### config.mk
export PLATFORM = sky130hd
export DESIGN_NAME = core_seq_flat
export DESIGN_NICKNAME = d
export VERILOG_FILES = /design/src/rtl/core_seq_pkg.sv /design/src/rtl/core_seq_if.sv /design/src/rtl/core_seq_watchdog.sv /design/src/rtl/core_seq.sv /design/src/flat_wrapper.sv
export SDC_FILE = /design/constraint.sdc
export NUM_CORES = 1
export LEC_CHECK = 0
export CORE_UTILIZATION = 45
export CTS_CLUSTER_DIAMETER = 80
export DETAILED_ROUTE_END_ITERATION = 10
export PLACE_DENSITY = 0.81
export SYNTH_ARGS = -nofsm -noshare
export SYNTH_HDL_FRONTEND = slang
export SYNTH_HIERARCHICAL = 1
export SYNTH_SLANG_ARGS = --single-unit
### constraint.sdc
create_clock -name clk -period 2.5 [get_ports clk]
set_input_delay 0.25 -clock clk [delete_from_list [all_inputs] [get_ports clk]]
set_output_delay 0.25 -clock clk [all_outputs]
set_load 0.02 [all_outputs]
### src/rtl/core_seq_pkg.sv
// Shared types and constants for the NPC core sequencer.
package npc_pkg;

  typedef enum logic [3:0] {
    IDLE,
    F_REQ,
    F_WAIT,
    DEC,
    EXE,
    M_REQ,
    M_WAIT,
    WB,
    HALT
  } seq_state_e;

  localparam logic [1:0] ERR_NONE     = 2'b00;
  localparam logic [1:0] ERR_TIMEOUT  = 2'b01;
  localparam logic [1:0] ERR_MISALIGN = 2'b10;

  localparam logic [31:0] NOP = 32'h0000_0013;

endpackage

### src/rtl/core_seq_if.sv
// Instruction-fetch and load/store handshake bundle between the sequencer and memory.
interface core_seq_if;

  logic        ifu_req_valid_o;
  logic        ifu_req_ready_i;
  logic        ifu_rsp_valid_i;
  logic [31:0] ifu_rsp_data_i;
  logic        lsu_req_valid_o;
  logic        lsu_req_ready_i;
  logic        lsu_rsp_valid_i;

  modport master (
    output ifu_req_valid_o, lsu_req_valid_o,
    input  ifu_req_ready_i, ifu_rsp_valid_i, ifu_rsp_data_i,
    input  lsu_req_ready_i, lsu_rsp_valid_i
  );

  modport slave (
    input  ifu_req_valid_o, lsu_req_valid_o,
    output ifu_req_ready_i, ifu_rsp_valid_i, ifu_rsp_data_i,
    output lsu_req_ready_i, lsu_rsp_valid_i
  );

endinterface

### src/rtl/core_seq_watchdog.sv
// Response watchdog: counts consecutive wait cycles and flags the limit.
// Only present when NPC_SEQ_TIMEOUT_EN is defined.
`ifdef NPC_SEQ_TIMEOUT_EN
module seq_watchdog #(
  parameter int LIMIT = 1024
) (
  input  logic clk,
  input  logic rst_n,
  input  logic in_wait,
  output logic expired
);

  localparam int CW = $clog2(LIMIT + 1);

  logic [CW-1:0] cnt_q;

  // Count holds at the limit so it cannot wrap while the caller decides.
  assign expired = in_wait && (cnt_q == CW'(LIMIT - 1));

  always_ff @(posedge clk or negedge rst_n) begin
    if (!rst_n) begin
      cnt_q <= '0;
    end else if (!in_wait) begin
      cnt_q <= '0;
    end else if (!expired) begin
      cnt_q <= cnt_q + 1'b1;
    end
  end

endmodule
`endif

### src/rtl/core_seq.sv
// Multi-cycle fetch/decode/execute/memory/writeback sequencer for the NPC core.
// Define NPC_SEQ_TIMEOUT_EN to build the response watchdog.
module core_seq
  import npc_pkg::*;
#(
  parameter logic [31:0] RESET_PC       = 32'h8000_0000,
  parameter int          TIMEOUT_CYCLES = 1024
) (
  input  logic        clk,
  input  logic        rst_n,
  core_seq_if.master  bus,
  output logic [31:0] inst_o,
  output logic [31:0] pc_o,
  input  logic        is_mem_i,
  input  logic        is_ebreak_i,
  input  logic        rd_wen_i,
  input  logic [31:0] next_pc_i,
  output logic        rd_wen_o,
  output logic [63:0] instret_o,
  output logic        halt_o,
  output logic        err_o,
  output logic [1:0]  err_code_o
);

  seq_state_e state_q, state_d;
  logic [1:0] err_code_d;
  logic       misalign;
  logic       timeout;

  assign misalign = (next_pc_i[1:0] != 2'b00);

`ifdef NPC_SEQ_TIMEOUT_EN
  seq_watchdog #(.LIMIT(TIMEOUT_CYCLES)) u_watchdog (
    .clk     (clk),
    .rst_n   (rst_n),
    .in_wait ((state_q == F_WAIT) || (state_q == M_WAIT)),
    .expired (timeout)
  );
`else
  logic unused_timeout_cfg;
  assign unused_timeout_cfg = ^TIMEOUT_CYCLES;
  assign timeout = 1'b0;
`endif

  assign bus.ifu_req_valid_o = (state_q == F_REQ);
  assign bus.lsu_req_valid_o = (state_q == M_REQ);
  assign rd_wen_o            = (state_q == WB) && rd_wen_i;

  always_comb begin
    state_d    = state_q;
    err_code_d = ERR_NONE;
    unique case (state_q)
      IDLE:   state_d = F_REQ;
      F_REQ:  if (bus.ifu_req_ready_i) state_d = F_WAIT;
      // A response in the limit cycle takes priority over the timeout.
      F_WAIT: begin
        if (bus.ifu_rsp_valid_i) begin
          state_d = DEC;
        end else if (timeout) begin
          state_d    = HALT;
          err_code_d = ERR_TIMEOUT;
        end
      end
      DEC:    state_d = is_ebreak_i ? HALT : EXE;
      EXE:    state_d = is_mem_i ? M_REQ : WB;
      M_REQ:  if (bus.lsu_req_ready_i) state_d = M_WAIT;
      M_WAIT: begin
        if (bus.lsu_rsp_valid_i) begin
          state_d = WB;
        end else if (timeout) begin
          state_d    = HALT;
          err_code_d = ERR_TIMEOUT;
        end
      end
      WB: begin
        if (misalign) begin
          state_d    = HALT;
          err_code_d = ERR_MISALIGN;
        end else begin
          state_d = F_REQ;
        end
      end
      HALT:    state_d = HALT;
      default: state_d = IDLE;
    endcase
  end

  always_ff @(posedge clk or negedge rst_n) begin
    if (!rst_n) begin
      state_q    <= IDLE;
      pc_o       <= RESET_PC;
      inst_o     <= NOP;
      instret_o  <= '0;
      halt_o     <= 1'b0;
      err_o      <= 1'b0;
      err_code_o <= ERR_NONE;
    end else begin
      state_q <= state_d;
      if ((state_q == F_WAIT) && bus.ifu_rsp_valid_i) inst_o <= bus.ifu_rsp_data_i;
      // A misaligned target still retires the instruction but leaves the PC alone.
      if (state_q == WB) begin
        instret_o <= instret_o + 64'd1;
        if (!misalign) pc_o <= next_pc_i;
      end
      if ((state_d == HALT) && (state_q != HALT)) begin
        halt_o     <= 1'b1;
        err_o      <= (err_code_d != ERR_NONE);
        err_code_o <= err_code_d;
      end
    end
  end

endmodule

### src/flat_wrapper.sv
// flat-port wrapper written by rule: the top's interface ports become plain ports
module core_seq_flat import npc_pkg::*;
#(
  parameter logic [31:0] RESET_PC       = 32'h8000_0000,
  parameter int          TIMEOUT_CYCLES = 1024
)
  (clk, rst_n, inst_o, pc_o, is_mem_i, is_ebreak_i, rd_wen_i, next_pc_i, rd_wen_o, instret_o, halt_o, err_o, err_code_o, bus_ifu_req_valid_o, bus_lsu_req_valid_o, bus_ifu_req_ready_i, bus_ifu_rsp_valid_i, bus_ifu_rsp_data_i, bus_lsu_req_ready_i, bus_lsu_rsp_valid_i);
  core_seq_if bus_i ();
  input  logic clk;
  input  logic rst_n;
  output logic [31:0] inst_o;
  output logic [31:0] pc_o;
  input  logic is_mem_i;
  input  logic is_ebreak_i;
  input  logic rd_wen_i;
  input  logic [31:0] next_pc_i;
  output logic rd_wen_o;
  output logic [63:0] instret_o;
  output logic halt_o;
  output logic err_o;
  output logic [1:0] err_code_o;
  output wire logic [$bits(bus_i.ifu_req_valid_o)-1:0] bus_ifu_req_valid_o;
  output wire logic [$bits(bus_i.lsu_req_valid_o)-1:0] bus_lsu_req_valid_o;
  input wire logic [$bits(bus_i.ifu_req_ready_i)-1:0] bus_ifu_req_ready_i;
  input wire logic [$bits(bus_i.ifu_rsp_valid_i)-1:0] bus_ifu_rsp_valid_i;
  input wire logic [$bits(bus_i.ifu_rsp_data_i)-1:0] bus_ifu_rsp_data_i;
  input wire logic [$bits(bus_i.lsu_req_ready_i)-1:0] bus_lsu_req_ready_i;
  input wire logic [$bits(bus_i.lsu_rsp_valid_i)-1:0] bus_lsu_rsp_valid_i;
  assign bus_ifu_req_valid_o = bus_i.ifu_req_valid_o;
  assign bus_lsu_req_valid_o = bus_i.lsu_req_valid_o;
  assign bus_i.ifu_req_ready_i = bus_ifu_req_ready_i;
  assign bus_i.ifu_rsp_valid_i = bus_ifu_rsp_valid_i;
  assign bus_i.ifu_rsp_data_i = bus_ifu_rsp_data_i;
  assign bus_i.lsu_req_ready_i = bus_lsu_req_ready_i;
  assign bus_i.lsu_rsp_valid_i = bus_lsu_rsp_valid_i;
  core_seq #(.RESET_PC(RESET_PC), .TIMEOUT_CYCLES(TIMEOUT_CYCLES)) u_core (.clk(clk), .rst_n(rst_n), .bus(bus_i), .inst_o(inst_o), .pc_o(pc_o), .is_mem_i(is_mem_i), .is_ebreak_i(is_ebreak_i), .rd_wen_i(rd_wen_i), .next_pc_i(next_pc_i), .rd_wen_o(rd_wen_o), .instret_o(instret_o), .halt_o(halt_o), .err_o(err_o), .err_code_o(err_code_o));
endmodule
==> Word-level counts from Yosys, hierarchy flattened <==
Cells that the tools add are included.
{ "op_classes": {"bitwise": 1, "reduce_logical": 7, "add_sub_neg": 1, "mux": 10, "eq_ne": 10} }
{ "op_table": {"columns": ["operator", "count"], "rows": [
  ["64-bit by 1-bit adder with 64-bit output, second input constant", 1],
  ["4-bit case mux with 9 select lines", 1],
  ["4-bit 2-to-1 mux", 6],
  ["4-bit by 3-bit equality test with 1-bit output, second input constant", 4],
  ["4-bit by 2-bit equality test with 1-bit output, second input constant", 2],
  ["4-bit equality test, second input constant", 2],
  ["2-bit 2-to-1 mux", 3],
  ["4-bit by 1-bit equality test with 1-bit output, second input constant", 1],
  ["4-bit zero test", 1],
  ["4-bit inequality test, second input constant", 1],
  ["2-bit nonzero test", 2],
  ["1-bit logical AND", 3],
  ["2-bit AND reduction", 1],
  ["1-bit NOT", 1]
]} }
{ "word_totals": {"out_inout_bits": 135, "word_cells": 36, "register_bits": 136, "in_bits": 73} }

==> Depth between registers and ports, before layout <==
{ "depth": {"ltp_word": 5, "mapped_depth": 7, "mapped_depth_nobuf": 6} }

==> Worst setup path before layout <==
No wires, ideal clock.
{ "synth_path": {"kind": "reg-to-reg", "startpoint": "register u_core.instret_o[0]", "endpoint": "register u_core.instret_o[50]", "path_buffers": 0, "arrival_time_ns": 2.113, "synth_period_minus_slack_ns": 2.244, "stages_incl_launch_ff": 7, "path_slack_ns": 0.256, "required_time_ns": 2.370, "setup_ns": 0.130, "path_cell_list": "dfrtp_1 -> ha_1 -> nand4_1 -> nor4_4 -> nand4_4 -> or3_1 -> xnor2_1"} }
{ "synth_via": {"elab_chain_len": 1} }
{ "synth_lines": {"columns": ["element", "line", "source"], "rows": [
  ["start, declared", "core_seq.sv:19", "output logic [63:0] instret_o,"],
  ["start signal, assigned", "core_seq.sv:102", "instret_o <= instret_o + 64'd1;"],
  ["64-bit by 1-bit adder with 64-bit output", "core_seq.sv:102", null]
]} }
No other way between the ends.
A chain may end at the register's enable or synchronous reset.

==> Final worst setup path <==
{ "layout_path": {"startpoint": "register u_core.state_q[2]", "endpoint": "output rd_wen_o"} }
{ "layout_via": {"elab_chain_len": 2} }
{ "layout_lines": {"columns": ["element", "line", "source"], "rows": [
  ["start, declared", "core_seq.sv:25", "seq_state_e state_q, state_d;"],
  ["start signal, assigned", "core_seq.sv:98", "state_q <= state_d;"],
  ["4-bit by 3-bit equality test with 1-bit output", "core_seq.sv:47", "assign rd_wen_o = (state_q == WB) && rd_wen_i;"],
  ["1-bit logical AND", "core_seq.sv:47", null],
  ["end, declared", "flat_wrapper.sv:17", "output logic rd_wen_o;"]
]} }
No other way between the ends.

==> results.json <==
{
  "outcome": "finished, final reports clean",
  "grt_pass1_vias": 4742,
  "cts_tree": "built",
  "fin_setup_tns_ps": 0,
  "period_share": 0.936,
  "drt_iter0_drc": 264,
  "synth_most_common_cell": "dfrtp_1",
  "hold_viol": 0,
  "skew_ps": 4.87,
  "top_layer": "met4",
  "ys.flop_type": "dfrtp_1",
  "avgSynthCellArea_um2": 12.5,
  "die_area_mm2": 0.0133,
  "place_congestion": 0.828,
  "area_growth_syn_to_layout_pct": 49.5,
  "rows": 40,
  "cp_data_required_time_ps": 2250,
  "worstPathMaxFanout": 8,
  "layout_min_cycle_time_ps": 2340,
  "grt_first_pass_wirelength_um": 23700,
  "drc": 0,
  "mappedNetlistNets": 536,
  "worstHoldPathType": "input pin to async pin",
  "wl_met2_um": 7620,
  "power.density_mw_per_mm2": 912,
  "synth_cells": 462,
  "cp-start-kind": "flip-flop",
  "met1_length_um": 5660,
  "fmax_mhz": 427,
  "wirelength_um": 14800,
  "async_flop_share": 1.00,
  "fp.coreArea_mm2": 0.0123,
  "cp.arrival_ps": 2090,
  "synth-seq-cells": 134,
  "p_leak_nw": 3.83,
  "worst_pin_slew_ps": 522,
  "finalSetupViolations": 0,
  "syn_area_mm2": 0.00577,
  "avgViaCountPerCell": 5.18,
  "drtPass1Iterations": 4,
  "synth-seq-area-share": 0.582,
  "clk_latency_ps": 410,
  "ir_drop_mv": 0.961,
  "die_width_um": 115,
  "io_buffers": 206,
  "cts.path.max_buffers": 2,
  "crit_type": "flip-flop to output port",
  "cts.sinks": 134,
  "wl_per_cell_um": 17.2,
  "maxCapViolCount": 0,
  "clk_pin_slew_worst_paths_ps": 50,
  "grt_max_degree": 62,
  "track_usage": 0.237,
  "cp-end-kind": "output port",
  "vias": 4468,
  "dp_hpwl_um": 10700,
  "ys_top_cells_by_area": "dfrtp_1 (56%), mux2_2 (12%), xor2_1 (5.3%), xnor2_1 (4.3%), nand2_1 (2.8%)",
  "synth_common_cells": "dfrtp_1 (130), mux2_2 (62), nand2_1 (43)",
  "yosys_warnings": 6,
  "slew_headroom": 0.649,
  "synth_cell_types": 41,
  "die_y_um": 115,
  "overflow": 0,
  "wl_met3_um": 1280,
  "drv_slew": 0,
  "rsz0062_at_grt": "no",
  "fin_nets": 757,
  "synth_top_area_share": 0.564,
  "start_util": 0.470,
  "drtAntennaViolNets": 0,
  "grt_antenna_before_repair": 0,
  "synth_top_area_cell": "dfrtp_1",
  "synth_edf_count": 0,
  "numCtsBuffers": 17,
  "root_buffer": "clkbuf_16",
  "htreeDepth": 4,
  "layout-drive-gt1-share": 0.176,
  "ios": 208,
  "holdWs_ps": 325,
  "n_antenna_cell": 0
}
## layer usage
| metal | vias up | GRT usage |
|---|---|---|
| li1 | 2048 | - |
| met1 | 2204 | 0.267 |
| met2 | 192 | 0.404 |
| met3 | 24 | 0.0970 |
| met4 | 0 | 0.0900 |
| met5 | - | 0 |
## registers in the layout, indices dropped and copies added, names as in the netlist
name               count
u_core/instret_o      64
u_core/inst_o         32
u_core/pc_o           32
u_core/state_q         4
u_core/err_code_o      1
u_core/halt_o          1
## per-stage QoR
stage / worst slack (ps) / std cells / util / instance area [µm²] / power, mW
5_1_grt: 77.4 / 863 / 0.703 / 8620 / 8.18
2_1_floorplan: 256 / 462 / - / 5770 / 4.26
4_1_cts: 7.31 / 863 / 0.702 / 8610 / 7.92
6_report: 159 / 863 / 0.703 / 8620 / 7.86
3_3_place_gp: 373 / 831 / 0.657 / 8060 / 5.50
3_5_place_dp: 282 / 831 / 0.657 / 8060 / 5.58
## path summary, 6_finish.rpt
check / slack [ps] / depth (start not counted) / startpoint / end
worst max-delay path: 160 / 5 / u_core/state_q[2]$_DFF_PN0_ / rd_wen_o
worst min-delay path: 330 / 2 / rst_n / u_core/instret_o[20]$_DFFE_PN0P_
worst max register to register: 280 / 7 / u_core/instret_o[0]$_DFFE_PN0P_ / u_core/instret_o[48]$_DFFE_PN0P_
worst min register to register: 470 / 1 / u_core/instret_o[63]$_DFFE_PN0P_ / u_core/instret_o[63]$_DFFE_PN0P_
max in group asynchronous: 1370 / 3 / rst_n / u_core/inst_o[1]$_DFFE_PN1P_
min in group clk: 430 / 3 / bus_lsu_req_ready_i / u_core/state_q[1]$_DFF_PN0_
## layout by cell type, fill, tap and decap left out, types with 3 or more instances in the layout
master,n
clkdlybuf4s50_1,204
dfrtp_1,128
mux2_2,62
nand2_1,43
xor2_1,35
xnor2_1,28
nor2_1,19
nand3_1,19
clkbuf_16,17
nor4_1,14
nor3_1,14
nand4_1,12
buf_4,11
inv_1,11
and3_1,8
clkbuf_1,7
nor3_2,7
and2_1,5
o21ai_0,4
dfstp_2,4
clkinv_2,3
clkbuf_8,3
a21oi_1,3
nand2b_1,3
and4_1,3
nor4_2,3
## critical path, stage by stage (launching register included)
cell,delay (ps)
dfrtp_2,470
buf_4,190
nand2_1,70
nor3_2,190
and2_1,160
clkdlybuf4s50_1,590
## area by class of cell
cell class | instances | area [µm²]
Clock buffer | 27 | 493
Clock inverter | 4 | 45.0
Fill cell | 850 | 3640
Inverter | 11 | 41.3
Multi-Input combinational cell | 300 | 2290
Sequential cell | 134 | 3360
Tap cell | 168 | 210
Timing Repair Buffer | 219 | 2180
## where the power goes
group	total [mW]	internal (mW)	switching, mW
Clock	2.28	1.44	0.849
Combinational	2.55	1.33	1.21
Sequential	3.03	2.68	0.357
## what timing repair did
action	in CTS	in global routing
endpoints found under the hold margin	37	0
pin swaps	0	0
setup buffers	0	0
setup endpoints to repair	1	2
gates resized for setup	1	3
cloned	0	0
hold buffers	1	0
## kinds of logic after synthesis
logic type	count (synthesis)	share of synthesized area
XOR/XNOR	63	0.0957
buffers and inverters	28	0.0232
flip-flops	134	0.582
multiplexers	62	0.121
other	1	0.000650
AND/OR/NAND/NOR	160	0.161
AO/OA/AOI/OAI	13	0.0139
adder cells (fa/ha/maj)	1	0.00217
(Power assumes the default switching activity.)
